$ cat config.mk
export PLATFORM = sky130hd
export DESIGN_NAME = bomb_manager
export DESIGN_NICKNAME = d
export VERILOG_FILES = /design/src/rtl/bomb_pkg.sv /design/src/rtl/slot_pick.sv /design/src/rtl/bomb_manager.sv
export SDC_FILE = /design/constraint.sdc
export NUM_CORES = 1
export LEC_CHECK = 0
export ABC_AREA = 1
export CAP_MARGIN = 10
export CORE_MARGIN = 2
export CORE_UTILIZATION = 60
export CTS_CLUSTER_DIAMETER = 40
export DETAILED_ROUTE_END_ITERATION = 7
export HOLD_SLACK_MARGIN = 0.03
export PLACE_DENSITY = 0.8
export SKIP_CTS_REPAIR_TIMING = 1
export SYNTH_ARGS = -nofsm -noshare
export SYNTH_HDL_FRONTEND = slang
export SYNTH_SLANG_ARGS = --single-unit
$ cat constraint.sdc
create_clock -name clk -period 4.9 [get_ports clk]
set_input_delay 0.49 -clock clk [delete_from_list [all_inputs] [get_ports clk]]
set_output_delay 0.49 -clock clk [all_outputs]
set_load 0.01 [all_outputs]
$ cat src/rtl/bomb_pkg.sv
// Shared types and defaults for the two-player bomb slot manager.
// A slot is one live bomb: who placed it, where, how many ticks remain, and whether it is due.
package bomb_pkg;

    typedef logic [7:0] coord_t;

    typedef enum logic {
        OWNER_P1 = 1'b0,
        OWNER_P2 = 1'b1
    } owner_e;

    typedef struct packed {
        logic       valid;
        owner_e     owner;
        coord_t     coord;
        logic [7:0] fuse;
        logic       expired;
    } slot_t;

    localparam int         N_SLOTS_DEF    = 6;
    localparam logic [7:0] FUSE_TICKS_DEF = 8'd150;

endpackage

$ cat src/rtl/slot_pick.sv
// Lowest-index priority encoder: returns the one-hot of the lowest set request bit.
// Purely combinational; found is low and onehot is zero when no bit is set.
module slot_pick #(
    parameter int N = 6
) (
    input  logic [N-1:0] req,
    output logic         found,
    output logic [N-1:0] onehot
);

    always_comb begin
        onehot = '0;
        for (int i = N - 1; i >= 0; i--) begin
            if (req[i]) begin
                onehot    = '0;
                onehot[i] = 1'b1;
            end
        end
    end

    assign found = |req;

endmodule

$ cat src/rtl/bomb_manager.sv
// Shared bomb slot table for two players: allocation, fuse countdown, chain detonation, explosion offer.
// An expiry is offered one cycle later and held stable until explode_ready; at most one transfer per 2 cycles.
module bomb_manager
    import bomb_pkg::*;
#(
    parameter int         N_SLOTS    = N_SLOTS_DEF,
    parameter logic [7:0] FUSE_TICKS = FUSE_TICKS_DEF
) (
    input  logic       clk,
    input  logic       rst,
    input  logic       tick,
    input  logic       set_bomb_1,
    input  logic       set_bomb_2,
    input  logic [7:0] coord_1,
    input  logic [7:0] coord_2,
    input  logic       detonate_valid,
    input  logic [7:0] detonate_coord,
    input  logic       explode_ready,
    output logic       explode_valid,
    output logic [7:0] explode_coord,
    output logic       explode_owner,
    output logic [2:0] bomb_num_1,
    output logic [2:0] bomb_num_2,
    output logic       drop_1,
    output logic       drop_2,
    input  logic [7:0] query_coord,
    output logic       query_hit
);

    typedef enum logic {ST_IDLE, ST_OFFER} state_e;

    slot_t              slot_q [N_SLOTS];
    slot_t              slot_d [N_SLOTS];
    state_e             state_q;
    logic [N_SLOTS-1:0] sel_q;
    logic               explode_valid_q;
    coord_t             explode_coord_q;
    owner_e             explode_owner_q;
    logic               drop_1_q, drop_1_d, drop_2_q, drop_2_d;
    logic [2:0]         bomb_num_1_q, bomb_num_1_d, bomb_num_2_q, bomb_num_2_d;

    logic [N_SLOTS-1:0] free_vec, free_2_vec, exp_vec;
    logic [N_SLOTS-1:0] hit_1_vec, hit_2_vec, hit_d_vec, hit_q_vec;
    logic [N_SLOTS-1:0] pick_1_oh, pick_2_oh, exp_oh;
    logic               pick_1_found, pick_2_found, exp_found;
    logic               accept_1, accept_2, xfer;
    coord_t             exp_coord;
    owner_e             exp_owner;

    always_comb begin
        free_vec  = '0;
        exp_vec   = '0;
        hit_1_vec = '0;
        hit_2_vec = '0;
        hit_d_vec = '0;
        hit_q_vec = '0;
        for (int i = 0; i < N_SLOTS; i++) begin
            free_vec[i]  = !slot_q[i].valid;
            exp_vec[i]   = slot_q[i].valid && slot_q[i].expired;
            hit_1_vec[i] = slot_q[i].valid && (slot_q[i].coord == coord_1);
            hit_2_vec[i] = slot_q[i].valid && (slot_q[i].coord == coord_2);
            hit_d_vec[i] = slot_q[i].valid && (slot_q[i].coord == detonate_coord);
            hit_q_vec[i] = slot_q[i].valid && (slot_q[i].coord == query_coord);
        end
    end

    slot_pick #(.N(N_SLOTS)) u_pick_1 (.req(free_vec), .found(pick_1_found), .onehot(pick_1_oh));

    // Player 2 sees the free set minus whatever player 1 takes this cycle.
    assign accept_1   = set_bomb_1 && !(|hit_1_vec) && pick_1_found;
    assign free_2_vec = accept_1 ? (free_vec & ~pick_1_oh) : free_vec;

    slot_pick #(.N(N_SLOTS)) u_pick_2 (.req(free_2_vec), .found(pick_2_found), .onehot(pick_2_oh));

    assign accept_2 = set_bomb_2 && !(|hit_2_vec) && !(set_bomb_1 && (coord_2 == coord_1))
                      && pick_2_found;
    assign drop_1_d = set_bomb_1 && !accept_1;
    assign drop_2_d = set_bomb_2 && !accept_2;

    slot_pick #(.N(N_SLOTS)) u_pick_exp (.req(exp_vec), .found(exp_found), .onehot(exp_oh));

    assign xfer      = (state_q == ST_OFFER) && explode_ready;
    assign query_hit = |hit_q_vec;

    always_comb begin
        exp_coord = '0;
        exp_owner = OWNER_P1;
        for (int i = 0; i < N_SLOTS; i++) begin
            slot_d[i] = slot_q[i];
            if (exp_oh[i]) begin
                exp_coord = slot_q[i].coord;
                exp_owner = slot_q[i].owner;
            end
            if (slot_q[i].valid && !slot_q[i].expired && tick) begin
                slot_d[i].fuse = slot_q[i].fuse - 8'd1;
                if (slot_q[i].fuse == 8'd1) slot_d[i].expired = 1'b1;
            end
            if (detonate_valid && hit_d_vec[i]) slot_d[i].expired = 1'b1;
            if (xfer && sel_q[i]) slot_d[i] = '0;
            if (accept_1 && pick_1_oh[i])
                slot_d[i] = '{valid: 1'b1, owner: OWNER_P1, coord: coord_1,
                              fuse: FUSE_TICKS, expired: 1'b0};
            if (accept_2 && pick_2_oh[i])
                slot_d[i] = '{valid: 1'b1, owner: OWNER_P2, coord: coord_2,
                              fuse: FUSE_TICKS, expired: 1'b0};
        end
    end

    // Counts include expired slots still waiting for the flame block.
    always_comb begin
        bomb_num_1_d = '0;
        bomb_num_2_d = '0;
        for (int i = 0; i < N_SLOTS; i++) begin
            if (slot_q[i].valid) begin
                if (slot_q[i].owner == OWNER_P1) bomb_num_1_d = bomb_num_1_d + 3'd1;
                else                             bomb_num_2_d = bomb_num_2_d + 3'd1;
            end
        end
    end

    always_ff @(posedge clk or posedge rst) begin
        if (rst) begin
            for (int i = 0; i < N_SLOTS; i++) slot_q[i] <= '0;
            drop_1_q     <= 1'b0;
            drop_2_q     <= 1'b0;
            bomb_num_1_q <= '0;
            bomb_num_2_q <= '0;
        end else begin
            for (int i = 0; i < N_SLOTS; i++) slot_q[i] <= slot_d[i];
            drop_1_q     <= drop_1_d;
            drop_2_q     <= drop_2_d;
            bomb_num_1_q <= bomb_num_1_d;
            bomb_num_2_q <= bomb_num_2_d;
        end
    end

    always_ff @(posedge clk or posedge rst) begin
        if (rst) begin
            state_q         <= ST_IDLE;
            sel_q           <= '0;
            explode_valid_q <= 1'b0;
            explode_coord_q <= '0;
            explode_owner_q <= OWNER_P1;
        end else begin
            case (state_q)
                ST_IDLE: begin
                    if (exp_found) begin
                        state_q         <= ST_OFFER;
                        sel_q           <= exp_oh;
                        explode_valid_q <= 1'b1;
                        explode_coord_q <= exp_coord;
                        explode_owner_q <= exp_owner;
                    end
                end
                ST_OFFER: begin
                    if (explode_ready) begin
                        state_q         <= ST_IDLE;
                        explode_valid_q <= 1'b0;
                    end
                end
                default: state_q <= ST_IDLE;
            endcase
        end
    end

    assign explode_valid = explode_valid_q;
    assign explode_coord = explode_coord_q;
    assign explode_owner = explode_owner_q;
    assign bomb_num_1    = bomb_num_1_q;
    assign bomb_num_2    = bomb_num_2_q;
    assign drop_1        = drop_1_q;
    assign drop_2        = drop_2_q;

endmodule

-- After elaboration in Yosys (flattened, before gate mapping)
Index checks and enable logic that the tools add are counted.
- bits in registers: 139
- output and inout port bits: 19
- word-level logic and storage cells: 318
- add/subtract/negate cells: 16
- eq/ne operators: 33
- muxes and demuxes: 97
- bitwise logic cells: 3
- reductions and logical operators: 130
- operator list (cell ; count):
    2-to-1 mux 19 bit ; 18
    == test 8 bit ; 25
    2-to-1 mux 6 bit ; 19
    logical AND 1 bit ; 75
    2-to-1 mux 3 bit ; 20
    nonzero test 5 bit ; 12
    2-to-1 mux 9 bit ; 6
    == test 8 x 1 -> 1 bit, second input constant ; 6
    2-to-1 mux 8 bit ; 6
    subtractor 8 x 1 -> 8 bit, second input constant ; 6
    OR reduction 6 bit ; 6
    adder 3 x 1 -> 3 bit, second input constant ; 10
    2-to-1 mux 1 bit ; 26
    nonzero test 4 bit ; 6
    nonzero test 3 bit ; 6
    zero test 1 bit ; 17
    AND reduction 2 bit ; 8
    AND 6 bit ; 1
    inverter 6 bit ; 1
    inequality test 2 bit, second input constant ; 2
    case mux 1 bit (2 select lines) ; 2
    inverter 1 bit ; 1

-- Logic depth before layout (Yosys ltp)
Gate-level depths: netlist of run 1.
- word-level depth: 18
- gate-level depth with buffers: 19

-- Cells and area by module
Synthesis of run 1 repeated with hierarchy kept, for this count alone.
- cells, all modules: 1792
- area, all modules: 11872.6 um^2
- modules (own cells, without submodules) (module ; times used ; cells each ; area an instance (um^2) ; seq. area each (um^2)):
    bomb_manager ; 1 ; 1741 ; 11658.7 ; 3478.3
    slot_pick ; 3 ; 17 ; 71.3 ; 0.0

-- Least setup slack after synthesis of run 1
Ideal clock, no wire load.
- path type: register to register
- start: reg slot_q[113] (netlist name)
- end: reg bomb_num_2_q[2], in the netlist bomb_num_2[2]
- library setup time: 0.125 ns
- data arrival time: 3.075 ns
- required time: 4.775 ns
- path slack: 1.700 ns
- stages on the path, launching flop included: 18
- path buffers: 1
- path through: dfrtp_1 buf_2 nand2_1 inv_1 ha_1 nand2_1 o21ai_0 ha_1 nand2_1 o21ai_0 ha_1 mux2_2 ha_1 mux2_2 ha_1 nand2_1 xor2_1 xnor2_1
- cells in the longest elaborated chain, start to end: 16
- RTL lines (item ; line ; text):
    2-to-1 mux 1 bit (*) ; bomb_manager.sv:114 ; if (slot_q[i].valid) begin
    adder 3 x 1 -> 3 bit ; bomb_manager.sv:116 ; else bomb_num_2_d = bomb_num_2_d + 3'd1;
    2-to-1 mux 3 bit ; bomb_manager.sv:115 ; if (slot_q[i].owner == OWNER_P1) bomb_num_1_d = bomb_num_1_d + 3'd1;
    2-to-1 mux 3 bit (*) ; bomb_manager.sv:114 ;
    adder 3 x 1 -> 3 bit ; bomb_manager.sv:116 ;
    2-to-1 mux 3 bit ; bomb_manager.sv:115 ;
    2-to-1 mux 3 bit (*) ; bomb_manager.sv:114 ;
    adder 3 x 1 -> 3 bit ; bomb_manager.sv:116 ;
    2-to-1 mux 3 bit ; bomb_manager.sv:115 ;
    2-to-1 mux 3 bit (*) ; bomb_manager.sv:114 ;
    adder 3 x 1 -> 3 bit ; bomb_manager.sv:116 ;
    2-to-1 mux 3 bit ; bomb_manager.sv:115 ;
    2-to-1 mux 3 bit (*) ; bomb_manager.sv:114 ;
    adder 3 x 1 -> 3 bit ; bomb_manager.sv:116 ;
    2-to-1 mux 3 bit ; bomb_manager.sv:115 ;
    2-to-1 mux 3 bit (*) ; bomb_manager.sv:114 ;
    net bomb_num_2_d[2] ; bomb_manager.sv:40 ; logic [2:0] bomb_num_1_q, bomb_num_1_d, bomb_num_2_q, bomb_num_2_d;
    to (signal assigned) ; bomb_manager.sv:133 ; bomb_num_2_q <= bomb_num_2_d;
    to (decl) ; bomb_manager.sv:40 ;
The timed path passes the listed nets; every way through them passes the cells marked *.
A chain may end at the register's enable or synchronous reset.

-- Final worst setup path of run 1
- start: in coord_1[1]
- end: reg slot_q[33] (netlist name)
- cells in the longest elaborated chain, start to end: 14
- RTL lines (item ; line ; text):
    from (decl) ; bomb_manager.sv:14 ; input logic [7:0] coord_1,
    == test 8 bit ; bomb_manager.sv:60 ; hit_1_vec[i] = slot_q[i].valid && (slot_q[i].coord == coord_1);
    logical AND 1 bit ; bomb_manager.sv:60 ;
    OR reduction 6 bit ; bomb_manager.sv:70 ; assign accept_1 = set_bomb_1 && !(|hit_1_vec) && pick_1_found;
    zero test 1 bit ; bomb_manager.sv:70 ;
    logical AND 1 bit (2 in a row) ; bomb_manager.sv:70 ;
    2-to-1 mux 6 bit ; bomb_manager.sv:71 ; assign free_2_vec = accept_1 ? (free_vec & ~pick_1_oh) : free_vec;
    2-to-1 mux 6 bit (5 in a row) ; slot_pick.sv:14 ; if (req[i]) begin
    logical AND 1 bit ; bomb_manager.sv:103 ; if (accept_2 && pick_2_oh[i])
    nonzero test 3 bit (no line) / 2-to-1 mux 19 bit (equally long branches) ; -- ;
Several ways; a longest one is shown, not always the timed one.

==> flow_summary.rst, run 1 <==
.. list-table::
   :header-rows: 1

   * - Metric
     - Value
   * - Slowest cell delay on critical path
     - 0.52 ns
   * - Number of nets with antenna violations after detailed routing
     - 0
   * - Unique masters post-synth
     - 50
   * - Number of global-route vias before repair
     - 11,100
   * - Total number of yosys warnings
     - 0
   * - Pwr Density
     - 698 nW/um2
   * - Number of endpoints failing setup at the final stage
     - 0
   * - Critical Path Source
     - coord_1[1]
   * - Maximum number of pins on one net before global-route repair
     - 60
   * - Top-Level Pins
     - 58
   * - Number of buffers created by CTS
     - 17
   * - Clock latency of the later-clocked register in the worst-skew pair
     - 0.45 ns
   * - Setup tns final
     - 0 ns
   * - Max-cap violations
     - 0
   * - Register clock-pin slew on the reported worst setup and hold paths
     - 0.07 ns
   * - Post-synthesis sequential area ratio
     - 0.325
   * - Largest clock skew in the final design
     - 0.0191 ns
   * - Initial antenna violation count
     - 2
   * - Width of the chip
     - 138 um
   * - Post-Syn Area per Cell
     - 7.02 um2
   * - Initial core utilization
     - 0.616
   * - Overall die area
     - 18,900 um2
   * - Detailed-routing iteration count for the pre-antenna-repair pass
     - 8
   * - Number of synthesized flops with an enable pin
     - 0
   * - Top-area cell type share of the netlist area
     - 0.325
   * - # diodes
     - 0
   * - FF-to-FF Start
     - slot_q[94]
   * - Buffer cell driving the clock tree root
     - sky130_fd_sc_hd__clkbuf_16
   * - Status
     - complete, no violations
   * - Core box area
     - 17,400 um2
   * - Post-placement setup slack
     - 0.828 ns
   * - Vias
     - 11,800
   * - Placed insts
     - 1,752
   * - Synth-to-Final Area Change
     - 11.4%
   * - Shortest period the worst path allows
     - 3.77 ns
   * - Nets in the synthesized netlist
     - 1,585
   * - Worst path buffer plus inverter count
     - 3
   * - Bufs on Longest Clock Path
     - 2
   * - DRC viols
     - 0
   * - Data arrival time of the critical path
     - 4.05 ns
   * - Fraction of layout cells with a size suffix above 1
     - 0.0770
   * - Number of sinks on the clock net
     - 139
   * - Transition time of the tightest slew-check pin
     - 0.940 ns
   * - Post-DR vias/cell
     - 6.61
   * - Static leakage power
     - 5.76 nW
   * - Total wirelength of the detailed-routed design
     - 41.2 mm
   * - Final HPWL DP
     - 29.4 mm
   * - Synthesized instance count
     - 1,524
   * - Placer congestion estimate
     - 1.12
   * - Master of the slowest instance on the critical path
     - sky130_fd_sc_hd__nand2_1
   * - Final count of hold timing violations
     - 0
   * - Nets@finish
     - 1,607
   * - Flop and latch count out of synthesis
     - 139
   * - Dominant cell type by area after synthesis
     - sky130_fd_sc_hd__dfrtp_1
   * - Per-cell routed wire length
     - 23.1 um
   * - Wire length of the first global-routing pass
     - 63.0 mm
   * - Setup repair after global routing missed its margin
     - no
   * - CTS tree
     - built
   * - Max Fanout on Critical Path
     - 17
   * - Element type at the critical path start
     - primary input
   * - Max_slew headroom
     - 0.372
   * - Async set-reset flop share out of synthesis
     - 1.00
   * - Timing-limited maximum frequency
     - 266 MHz
   * - Port-buffer cells
     - 57
   * - Final Max Slew Viols
     - 0
   * - Aggregate global-route resource usage
     - 0.447
   * - Nature of the critical path endpoint
     - flop
   * - Final Non-Filler Cells
     - 1,784
   * - Min setup slack post-route
     - 1.13 ns
   * - Top_reg_cell synth
     - sky130_fd_sc_hd__dfrtp_1
   * - WS Path Type
     - in -> reg
   * - Peak VDD IR
     - 0.000482 V
   * - Critical Path, Cell by Cell
     - clkdlybuf4s50_1 > buf_4 > clkinv_1 > o211ai_1 > nor2_1 > nand3_1 > nand2_2 > nor2_8 > nand3_2 > nand2_1 > nand2_2 > nor2_8 > nand2_2 > nand2_1 > o21ai_0
   * - Final cycle utilization of the critical path
     - 0.769
   * - Die outline height
     - 138 um
   * - # rows
     - 48
   * - Total gr overflow
     - 0
   * - Number of DRC markers after the initial detailed-route iteration
     - 1,723
   * - Fillers
     - 1,512
   * - Min-Delay Path Class
     - in -> async
   * - Most common cell on crit path
     - sky130_fd_sc_hd__nand2_2
   * - Cell family contributing the most delay on the critical path
     - simple AND/OR/NAND/NOR gates
   * - Top post-synthesis cells by area
     - sky130_fd_sc_hd__dfrtp_1 33%, sky130_fd_sc_hd__nand2_1 11%, sky130_fd_sc_hd__nand3_1 6.4%, sky130_fd_sc_hd__nor2_1 6.0%, sky130_fd_sc_hd__inv_1 5.9%
   * - Required arrival time at the worst endpoint
     - 5.19 ns
   * - Number of H-tree levels
     - 4
   * - Mapped cell area
     - 10,700 um2
==> worst paths after layout <==
kind                       slack, ns       endpoint  cells past startpoint
min reg2reg                     0.49       sel_q[2]                      2
min                             0.49     slot_q[25]                      2
max in group asynchronous       3.43     slot_q[81]                      3
max reg2reg                     1.21  bomb_num_1[2]                     16
min in group clk                0.49       sel_q[2]                      2
max                             1.13     slot_q[33]                     15
==> state kept, by name (all words and copies together), names as in the netlist <==
| register | cells |
|---|---|
| state_q | 1 |
| bomb_num_1 | 3 |
| bomb_num_2 | 3 |
| explode_owner | 1 |
| sel_q | 6 |
| explode_valid | 1 |
| slot_q | 114 |
| drop_2 | 1 |
| explode_coord | 8 |
| drop_1 | 1 |
==> cell families (layout without fill, tap and decap cells) <==
| group | after synthesis | after routing | synth area share |
|---|---|---|---|
| buffers and inverters | 264 | 299 | 0.102 |
| multiplexers | 3 | 3 | 0.00316 |
| flip-flops | 139 | 139 | 0.325 |
| XOR/XNOR | 90 | 90 | 0.0737 |
| AND/OR/NAND/NOR | 749 | 749 | 0.318 |
| adder cells (fa/ha/maj) | 22 | 22 | 0.0257 |
| AO/OA/AOI/OAI | 257 | 257 | 0.152 |
==> final cells by class <==
class                      count  area [um2]  share of cell area
inverter                     187         707              0.0593
timing repair buffer          80         743              0.0623
multi-input combinational   1121        6130               0.515
clock buffer                  17         425              0.0357
tap                          225         282              0.0236
sequential                   139        3480               0.292
clock inverter                15         151              0.0127
==> power breakdown <==
| part | total (W) | internal, W | switching, W |
|---|---|---|---|
| registers | 0.00254 | 0.00167 | 0.000870 |
| clock network | 0.00131 | 0.000677 | 0.000631 |
| logic | 0.00448 | 0.00166 | 0.00282 |
| total | 0.00833 | 0.00401 | 0.00432 |
==> stage by stage <==
step / hold slack (ns) / util / instance area [um2] / total power [W]
2_1_floorplan: 0.453 / - / 10700 / 0.00554
3_3_place_gp: 0.465 / 0.654 / 11300 / 0.00665
3_5_place_dp: 0.473 / 0.654 / 11300 / 0.00680
4_1_cts: 0.489 / 0.687 / 11900 / 0.00811
5_1_grt: 0.511 / 0.687 / 11900 / 0.00887
6_report: 0.488 / 0.687 / 11900 / 0.00833
==> cell usage in the layout (no fill, tap or decap), types with 42 or more instances in the layout <==
master / instances
sky130_fd_sc_hd__xor2_1: 48
sky130_fd_sc_hd__xnor2_1: 42
sky130_fd_sc_hd__nor2_1: 171
sky130_fd_sc_hd__nand2_1: 319
sky130_fd_sc_hd__clkdlybuf4s50_1: 57
sky130_fd_sc_hd__o22ai_1: 60
sky130_fd_sc_hd__a21oi_1: 42
sky130_fd_sc_hd__inv_1: 166
sky130_fd_sc_hd__nand3_1: 136
sky130_fd_sc_hd__dfrtp_1: 139
sky130_fd_sc_hd__o21ai_0: 64
==> layer usage <==
metal,routed length [um],global-route usage
met1,15200,0.572
met2,17400,0.669
met3,5870,0.139
met4,2800,0.254
met5,8,0
==> cells in the mapped netlist (3+ instances only) <==
master and count:
sky130_fd_sc_hd__nand2_1 319, sky130_fd_sc_hd__nor2_1 171, sky130_fd_sc_hd__inv_1 167, sky130_fd_sc_hd__dfrtp_1 139, sky130_fd_sc_hd__nand3_1 136, sky130_fd_sc_hd__o21ai_0 64
sky130_fd_sc_hd__o22ai_1 60, sky130_fd_sc_hd__xor2_1 48, sky130_fd_sc_hd__a21oi_1 42, sky130_fd_sc_hd__xnor2_1 42, sky130_fd_sc_hd__buf_2 36, sky130_fd_sc_hd__nand4_1 36
sky130_fd_sc_hd__nor3_1 35, sky130_fd_sc_hd__clkbuf_1 25, sky130_fd_sc_hd__ha_1 22, sky130_fd_sc_hd__a221oi_1 20, sky130_fd_sc_hd__a31oi_1 15, sky130_fd_sc_hd__inv_2 13
sky130_fd_sc_hd__o211ai_1 13, sky130_fd_sc_hd__o2111ai_1 12, sky130_fd_sc_hd__nand2_2 11, sky130_fd_sc_hd__nand3_2 9, sky130_fd_sc_hd__a2111oi_0 7, sky130_fd_sc_hd__buf_4 7
sky130_fd_sc_hd__clkinv_1 7, sky130_fd_sc_hd__o21ai_1 6, sky130_fd_sc_hd__or2_2 6, sky130_fd_sc_hd__nor2_4 5, sky130_fd_sc_hd__o31ai_1 5, sky130_fd_sc_hd__buf_1 4
sky130_fd_sc_hd__nor4_1 4, sky130_fd_sc_hd__buf_6 3, sky130_fd_sc_hd__mux2_2 3, sky130_fd_sc_hd__nand2_4 3, sky130_fd_sc_hd__nor2_8 3, sky130_fd_sc_hd__nor3_2 3
sky130_fd_sc_hd__o221ai_1 3
==> worst register-to-register path: stages (launching register included) <==
cell and delay (ns):
sky130_fd_sc_hd__dfrtp_1 0.64, sky130_fd_sc_hd__clkinv_1 0.56, sky130_fd_sc_hd__nand2_1 0.21, sky130_fd_sc_hd__nand2_1 0.10
sky130_fd_sc_hd__ha_1 0.28, sky130_fd_sc_hd__nand2_1 0.06, sky130_fd_sc_hd__o21ai_0 0.11, sky130_fd_sc_hd__ha_1 0.31
sky130_fd_sc_hd__nand2_1 0.08, sky130_fd_sc_hd__nand2_1 0.06, sky130_fd_sc_hd__ha_1 0.28, sky130_fd_sc_hd__nor2_1 0.04
sky130_fd_sc_hd__a31oi_1 0.21, sky130_fd_sc_hd__ha_1 0.18, sky130_fd_sc_hd__nand3_1 0.10, sky130_fd_sc_hd__xnor2_1 0.17
sky130_fd_sc_hd__xor2_1 0.16
Power figures use the tool's default switching activity.
==> inputs of run 2 (changes only) <==
==> constraint.sdc (replaced) <==
create_clock -name clk -period 3.8 [get_ports clk]
set_input_delay 0.38 -clock clk [delete_from_list [all_inputs] [get_ports clk]]
set_output_delay 0.38 -clock clk [all_outputs]
set_load 0.01 [all_outputs]
==> run 2 against run 1 <==
  * Via count rose by 1.2%
  * Non-clock buffer count increased by 16
  * Wire length up 1.6%
  * Sequential share of layout area decreased by 0.32 points
  * Hold slack improved by 0.0026 ns
  * The run now ends with design-rule violations left
  * Clock skew fell by 0.0021 ns
  * Clock power increased by 28%
  * Final cell count up 0.90%
  * Setup slack got worse by 0.70 ns
  * Largest power group unchanged
  * First-iteration DRC count fell by 2.1%
  * Die area unchanged
==> flow_summary.rst, run 2 (synthesized netlist as in run 1, its figures left out) <==
.. list-table::
   :header-rows: 1

   * - Metric
     - Value
   * - Number of global-route vias before repair
     - 11,200 (was 11,100)
   * - Required arrival time at the worst endpoint
     - 4.15 ns (was 5.19 ns)
   * - DRC viols
     - 2 (was 0)
   * - Data arrival time of the critical path
     - 3.71 ns (was 4.05 ns)
   * - Fraction of layout cells with a size suffix above 1
     - 0.0857 (was 0.0770)
   * - Total wirelength of the detailed-routed design
     - 41.9 mm (was 41.2 mm)
   * - Final Max Slew Viols
     - 0 (unchanged)
   * - Port-buffer cells
     - 57 (unchanged)
   * - Net switching component of the power
     - 0.00556 W (was 0.00432 W)
   * - Share of power burned in the clock network
     - 0.155 (was 0.157)
   * - Status
     - finished with violations (was complete, no violations)
   * - Width of the chip
     - 138 um (unchanged)
   * - Min setup slack post-route
     - 0.435 ns (was 1.13 ns)
   * - Total gr overflow
     - 0 (unchanged)
   * - Element type at the critical path start
     - flop (was primary input)
   * - # rows
     - 48 (unchanged)
   * - Synth-to-Final Area Change
     - 12.6% (was 11.4%)
   * - Number of sinks on the clock net
     - 139 (unchanged)
   * - Number of nets with antenna violations after detailed routing
     - 0 (unchanged)
   * - Overall die area
     - 18,900 um2 (unchanged)
   * - Vias
     - 11,900 (was 11,800)
   * - Largest clock skew in the final design
     - 0.0170 ns (was 0.0191 ns)
   * - Peak VDD IR
     - 0.000567 V (was 0.000482 V)
   * - Nets@finish
     - 1,623 (was 1,607)
   * - Most common cell on crit path
     - sky130_fd_sc_hd__ha_1 (was sky130_fd_sc_hd__nand2_2)
   * - CTS tree
     - built (unchanged)
   * - Initial antenna violation count
     - 0 (was 2)
   * - Die outline height
     - 138 um (unchanged)
   * - Most frequent standard cell in the layout excluding fill and tap cells
     - sky130_fd_sc_hd__nand2_1 (unchanged)
   * - Share of total power in combinational logic
     - 0.545 (was 0.538)
   * - Pwr Density
     - 900 nW/um2 (was 698 nW/um2)
   * - Number of DRC markers after the initial detailed-route iteration
     - 1,687 (was 1,723)
   * - Timing-limited maximum frequency
     - 297 MHz
   * - Slowest cell delay on critical path
     - 0.41 ns (was 0.52 ns)
   * - Min-Delay Path Class
     - reg -> reg (was in -> async)
   * - Shortest period the worst path allows
     - 3.37 ns
   * - Post-DR vias/cell
     - 6.63 (was 6.61)
   * - Buffer cell driving the clock tree root
     - sky130_fd_sc_hd__clkbuf_16 (unchanged)
   * - Reg power frac
     - 0.300 (was 0.305)
   * - Number of buffers created by CTS
     - 17 (unchanged)
   * - Bufs on Longest Clock Path
     - 2 (unchanged)
   * - Maximum number of pins on one net before global-route repair
     - 140 (was 60)
   * - Final HPWL DP
     - 30.2 mm (was 29.4 mm)
   * - Final cycle utilization of the critical path
     - 0.886
   * - Static leakage power
     - 5.82 nW (was 5.76 nW)
   * - Number of H-tree levels
     - 4 (unchanged)
   * - Final count of hold timing violations
     - 0 (unchanged)
   * - Detailed-routing iteration count for the pre-antenna-repair pass
     - 8 (unchanged)
   * - Max FFs per register
     - 114 (unchanged)
   * - Per-cell routed wire length
     - 23.3 um (was 23.1 um)
   * - Register clock-pin slew on the reported worst setup and hold paths
     - 0.07 ns (about the same)
   * - Placed insts
     - 1,768 (was 1,752)
   * - Core box area
     - 17,400 um2 (unchanged)
   * - Register with the most flip-flops
     - slot_q (unchanged)
   * - Post-placement setup slack
     - 0.259 ns (was 0.828 ns)
   * - Violations in the final reports
     - design-rule violations
   * - WS Path Type
     - reg -> reg (was in -> reg)
   * - Max-cap violations
     - 0 (unchanged)
   * - Aggregate global-route resource usage
     - 0.456 (was 0.447)
   * - Placer congestion estimate
     - 1.10 (was 1.12)
   * - Setup repair after global routing missed its margin
     - no (unchanged)
   * - Commonest non-fill, non-tap cells in the layout
     - 319 x sky130_fd_sc_hd__nand2_1, 171 x sky130_fd_sc_hd__nor2_1, 166 x sky130_fd_sc_hd__inv_1 (unchanged)
   * - Max Fanout on Critical Path
     - 3 (was 17)
   * - Setup tns final
     - 0 ns (unchanged)
   * - Wire length of the first global-routing pass
     - 63.9 mm (was 63.0 mm)
   * - Final Non-Filler Cells
     - 1,800 (was 1,784)
   * - Master of the slowest instance on the critical path
     - sky130_fd_sc_hd__dfrtp_1 (was sky130_fd_sc_hd__nand2_1)
   * - Top-Level Pins
     - 58 (unchanged)
   * - # diodes
     - 0 (unchanged)
   * - Net switching share of the total power
     - 0.512 (was 0.519)
   * - Critical Path, Cell by Cell
     - nand2_1 > inv_1 > ha_1 > nand2_1 > o21ai_0 > ha_1 > nand2_1 > o21ai_0 > ha_1 > mux2_2 > ha_1 > mux2_2 > ha_1 > nand2_1 > xor2_1 > xnor2_1 (was clkdlybuf4s50_1 > buf_4 > clkinv_1 > o211ai_1 > nor2_1 > nand3_1 > nand2_2 > nor2_8 > nand3_2 > nand2_1 > nand2_2 > nor2_8 > nand2_2 > nand2_1 > o21ai_0)
   * - Initial core utilization
     - 0.616 (unchanged)
   * - Clock latency of the later-clocked register in the worst-skew pair
     - 0.44 ns (was 0.45 ns)
   * - Fillers
     - 1,461 (was 1,512)
   * - Nature of the critical path endpoint
     - flop (unchanged)
   * - Internal power consumption
     - 0.00529 W (was 0.00401 W)
   * - Final worst hold slack
     - 0.490 ns (was 0.488 ns)
   * - Transition time of the tightest slew-check pin
     - 0.919 ns (was 0.940 ns)
   * - Number of endpoints failing setup at the final stage
     - 0 (unchanged)
   * - Max_slew headroom
     - 0.386 (was 0.372)
   * - Final Core Density
     - 0.694 (was 0.687)
## run 2: worst paths after layout
check	from	endpoint	slack (ns)	cells past startpoint
max in group asynchronous	rst	slot_q[15]	2.72	3
hold reg to reg	explode_coord[3]	explode_coord[3]	0.49	2
min in group asynchronous	rst	slot_q[101]	0.52	3
hold / removal	explode_coord[3]	explode_coord[3]	0.49	2
setup reg to reg	slot_q[112]	bomb_num_2[2]	0.43	16
setup / recovery	slot_q[112]	bomb_num_2[2]	0.43	16
## run 2: critical path, delay by kind of cell (launching register included)
kind                       cells  cell delay, ns
and+or+nand+nor                4            0.30
AOI/OAI and AO/OA              2            0.25
DFF                            1            0.41
adders and majority gates      5            1.39
buffers and inverters          1            0.05
xor gates and xnor gates       2            0.32
muxes                          2            0.57
## run 2: final cells by class
type | count | area (um2) | area share
multi-input combinational | 1121 | 6130 | 0.509
timing repair buffer | 96 | 876 | 0.0727
clock inverter | 14 | 148 | 0.0122
sequential | 139 | 3480 | 0.289
clock buffer | 18 | 429 | 0.0356
tap | 225 | 282 | 0.0234
inverter | 187 | 706 | 0.0585
## run 2: metrics by stage
| stage | power (W) | instance area [um2] |
|---|---|---|
| 5_1_grt | 0.0116 | 12100 |
| 4_1_cts | 0.0106 | 12100 |
| 3_5_place_dp | 0.00889 | 11500 |
| 6_report | 0.0109 | 12100 |
| 2_1_floorplan | 0.00715 | 10700 |
| 3_3_place_gp | 0.00862 | 11500 |
## run 2: power groups by stage
stage          clock network, W  registers (W)  logic [W]
6_report                0.00168        0.00326    0.00591
5_1_grt                 0.00174        0.00328    0.00656
4_1_cts                 0.00167        0.00316    0.00579
3_5_place_dp                  0        0.00318    0.00571
3_3_place_gp                  0        0.00317    0.00545
2_1_floorplan                 0        0.00261    0.00454
## run 2: routing by layer
metal,track usage,wire length (um),part of all wire,vias to the layer above
li1,-,-,-,5186
met2,0.684,17800,0.42,986
met5,0,0,0,-
met3,0.143,5800,0.14,253
met4,0.267,2930,0.070,0
met1,0.576,15400,0.37,5512
==> inputs of run 3 (changes only) <==
--- a/config.mk
+++ b/config.mk
@@ -7,12 +7,12 @@
 export LEC_CHECK = 0
 export ABC_AREA = 1
 export CAP_MARGIN = 10
+export CORE_ASPECT_RATIO = 0.6
 export CORE_MARGIN = 2
-export CORE_UTILIZATION = 60
+export CORE_UTILIZATION = 28
 export CTS_CLUSTER_DIAMETER = 40
 export DETAILED_ROUTE_END_ITERATION = 7
 export HOLD_SLACK_MARGIN = 0.03
-export PLACE_DENSITY = 0.8
 export SKIP_CTS_REPAIR_TIMING = 1
 export SYNTH_ARGS = -nofsm -noshare
 export SYNTH_HDL_FRONTEND = slang
==> run 3 against run 2 <==
  * The flow now finishes without violations
  * Sequential power is 2% lower
  * Total power is 2.7% higher
  * Global-route usage is 21 points lower
  * Count of clock-buffer cells in the layout is 2 higher
  * Maximum frequency is 0.14% higher
  * Critical path type unchanged
  * Largest cell class unchanged
  * Largest power group unchanged
==> flow_summary.rst, run 3 (synthesized netlist as in run 1, its figures left out) <==
.. list-table::
   :header-rows: 1

   * - Metric
     - Value
   * - Status
     - complete, no violations (was finished with violations)
   * - Data arrival time of the critical path
     - 3.74 ns (was 3.71 ns)
   * - Total gr overflow
     - 0 (unchanged)
   * - Max FFs per register
     - 114 (unchanged)
   * - Share of power burned in the clock network
     - 0.150 (was 0.155)
   * - Worst-case reg-to-reg path depth
     - 16 (unchanged)
   * - Worst R2R End
     - bomb_num_2[2] (unchanged)
   * - Max-cap violations
     - 0 (unchanged)
   * - Number of endpoints failing setup at the final stage
     - 0 (unchanged)
   * - Nature of the critical path endpoint
     - flop (unchanged)
   * - CTS tree
     - built (unchanged)
   * - Width of the chip
     - 256 um (was 138 um)
   * - Most frequent standard cell in the layout excluding fill and tap cells
     - sky130_fd_sc_hd__nand2_1 (unchanged)
   * - Element type at the critical path start
     - flop (unchanged)
   * - Number of nets with antenna violations after detailed routing
     - 0 (unchanged)
   * - Detailed-routing iteration count for the pre-antenna-repair pass
     - 8 (unchanged)
   * - Slowest cell delay on critical path
     - 0.40 ns (was 0.41 ns)
   * - Buffer cell driving the clock tree root
     - sky130_fd_sc_hd__clkbuf_16 (unchanged)
   * - Final Non-Filler Cells
     - 2,123 (was 1,800)
   * - Min setup slack post-route
     - 0.440 ns (was 0.435 ns)
   * - Nets@finish
     - 1,658 (was 1,623)
   * - Number of sinks on the clock net
     - 139 (unchanged)
   * - Clock latency of the later-clocked register in the worst-skew pair
     - 0.46 ns (was 0.44 ns)
   * - Post-placement setup slack
     - 0.419 ns (was 0.259 ns)
   * - Reg2reg setup slack
     - 0.44 ns (was 0.43 ns)
   * - Per-cell routed wire length
     - 23.2 um (was 23.3 um)
   * - Max Fanout on Critical Path
     - 3 (unchanged)
   * - Die outline height
     - 155 um (was 138 um)
   * - Number of buffers created by CTS
     - 17 (unchanged)
   * - Critical Path Source
     - slot_q[112] (unchanged)
   * - Number of DRC markers after the initial detailed-route iteration
     - 1,629 (was 1,687)
   * - Top-Level Pins
     - 58 (unchanged)
   * - Static leakage power
     - 6.01 nW (was 5.82 nW)
   * - Internal power consumption
     - 0.00545 W (was 0.00529 W)
   * - Critical Path, Cell by Cell
     - nand2_1 > inv_1 > ha_1 > nand2_1 > o21ai_0 > ha_1 > nand2_1 > o21ai_0 > ha_1 > mux2_2 > ha_1 > mux2_2 > ha_1 > nand2_1 > xor2_1 > xnor2_1 (unchanged)
   * - Min-Delay Path Class
     - in -> async (was reg -> reg)
   * - DRC viols
     - 0 (was 2)
   * - Bufs on Longest Clock Path
     - 2 (unchanged)
   * - Setup repair after global routing missed its margin
     - no (unchanged)
   * - Transition time of the tightest slew-check pin
     - 0.886 ns (was 0.919 ns)
   * - Final HPWL DP
     - 37.3 mm (was 30.2 mm)
   * - Register clock-pin slew on the reported worst setup and hold paths
     - 0.07 ns (about the same)
   * - # rows
     - 55 (was 48)
   * - Core box area
     - 37,600 um2 (was 17,400 um2)
   * - Number of global-route vias before repair
     - 10,600 (was 11,200)
   * - Net switching share of the total power
     - 0.511 (was 0.512)
   * - Peak VDD IR
     - 0.000332 V (was 0.000567 V)
   * - Wire length of the first global-routing pass
     - 72.6 mm (was 63.9 mm)
   * - Initial core utilization
     - 0.284 (was 0.616)
   * - Synth-to-Final Area Change
     - 19.1% (was 12.6%)
   * - Pwr Density
     - 874 nW/um2 (was 900 nW/um2)
   * - Number of H-tree levels
     - 4 (unchanged)
   * - Port-buffer cells
     - 57 (unchanged)
   * - Overall die area
     - 39,800 um2 (was 18,900 um2)
   * - WS Path Type
     - reg -> reg (unchanged)
   * - Most common cell on crit path
     - sky130_fd_sc_hd__ha_1 (unchanged)
   * - Post-DR vias/cell
     - 5.44 (was 6.63)
   * - Reg power frac
     - 0.288 (was 0.300)
   * - Initial antenna violation count
     - 0 (unchanged)
   * - Final Max Slew Viols
     - 0 (unchanged)
   * - Vias
     - 11,500 (was 11,900)
   * - Fraction of layout cells with a size suffix above 1
     - 0.105 (was 0.0857)
   * - Setup tns final
     - 0 ns (unchanged)
   * - FF-to-FF Start
     - slot_q[112] (unchanged)
   * - Master of the slowest instance on the critical path
     - sky130_fd_sc_hd__dfrtp_1 (unchanged)
   * - Register with the most flip-flops
     - slot_q (unchanged)
   * - # diodes
     - 0 (unchanged)
   * - Maximum number of pins on one net before global-route repair
     - 78 (was 140)
   * - Aggregate global-route resource usage
     - 0.247 (was 0.456)
   * - Commonest non-fill, non-tap cells in the layout
     - 319 x sky130_fd_sc_hd__nand2_1, 171 x sky130_fd_sc_hd__nor2_1, 166 x sky130_fd_sc_hd__inv_1 (unchanged)
   * - Final count of hold timing violations
     - 0 (unchanged)
   * - Largest clock skew in the final design
     - 0.0130 ns (was 0.0170 ns)
   * - Final Power
     - 0.0111 W (was 0.0109 W)
   * - Required arrival time at the worst endpoint
     - 4.18 ns (was 4.15 ns)
   * - Shortest period the worst path allows
     - 3.36 ns (was 3.37 ns)
   * - Max_slew headroom
     - 0.394 (was 0.386)
   * - Total wirelength of the detailed-routed design
     - 49.2 mm (was 41.9 mm)
   * - Placed insts
     - 2,091 (was 1,768)
   * - Net switching component of the power
     - 0.00569 W (was 0.00556 W)
   * - Final cycle utilization of the critical path
     - 0.884 (was 0.886)
   * - Timing-limited maximum frequency
     - 298 MHz (was 297 MHz)
   * - Share of total power in combinational logic
     - 0.562 (was 0.545)
   * - Placer congestion estimate
     - 1.05 (was 1.10)
## run 3: changes by cell type in the layout (fill, tap and decap cells not counted)
cell and delta:
sky130_fd_sc_hd__buf_12 +7, sky130_fd_sc_hd__buf_4 +28, sky130_fd_sc_hd__clkinv_2 +1, sky130_fd_sc_hd__inv_6 -3
sky130_fd_sc_hd__clkbuf_1 +1, sky130_fd_sc_hd__inv_8 -3, sky130_fd_sc_hd__clkbuf_8 +1, sky130_fd_sc_hd__clkinvlp_4 +3
## run 3: per-layer routing
layer	up-vias	part of all wire	routed length, um	track usage
met2	722	0.37	18300	0.318
met4	2	0.021	1030	0.0637
met5	-	0.00081	40	0.00725
met3	85	0.14	6670	0.0857
li1	5243	-	-	-
met1	5497	0.47	23200	0.378
## run 3: power by group through the flow
stage | combinational [W] | clock [W] | sequential (W)
after floorplan | 0.00454 | 0 | 0.00261
final | 0.00626 | 0.00168 | 0.00321
after global placement | 0.00603 | 0 | 0.00315
after global routing | 0.00695 | 0.00176 | 0.00327
after CTS | 0.00614 | 0.00170 | 0.00314
after detailed placement | 0.00611 | 0 | 0.00315
## run 3: final cells by class
class | instances | area (um2)
fill | 4066 | 24900
multi-input combinational | 1121 | 6130
sequential | 139 | 3480
timing repair buffer | 131 | 1230
inverter | 187 | 706
tap | 513 | 642
clock buffer | 20 | 447
clock inverter | 12 | 115
## run 3: worst max-delay path, delay by kind of cell, from the launching register on
family | cells | cell delay, ns
AO/OA/AOI/OAI | 2 | 0.24
XOR/XNOR | 2 | 0.37
adder cells (fa/ha/maj) | 5 | 1.35
buffers and inverters | 1 | 0.05
flip-flops | 1 | 0.40
multiplexers | 2 | 0.55
AND/OR/NAND/NOR | 4 | 0.32
## run 3: how the worst max path moves through the flow
stage / endpoint / slack, ns / cells past startpoint
after floorplan: bomb_num_2[2] / 0.60 / 17
after global placement: slot_q[113] / 0.38 / 16
after detailed placement: slot_q[113] / 0.42 / 16
after CTS: bomb_num_1[2] / 0.44 / 19
after global routing: bomb_num_1[2] / 0.19 / 19
final: bomb_num_2[2] / 0.44 / 16
## run 3: metrics by stage
step                 util  hold WS, ns  cell area (um2)
global route        0.339        0.390            12700
finish              0.339        0.353            12700
detailed placement  0.324        0.473            12200
global placement    0.324        0.466            12200
CTS                 0.339        0.363            12700
floorplan               -        0.453            10700
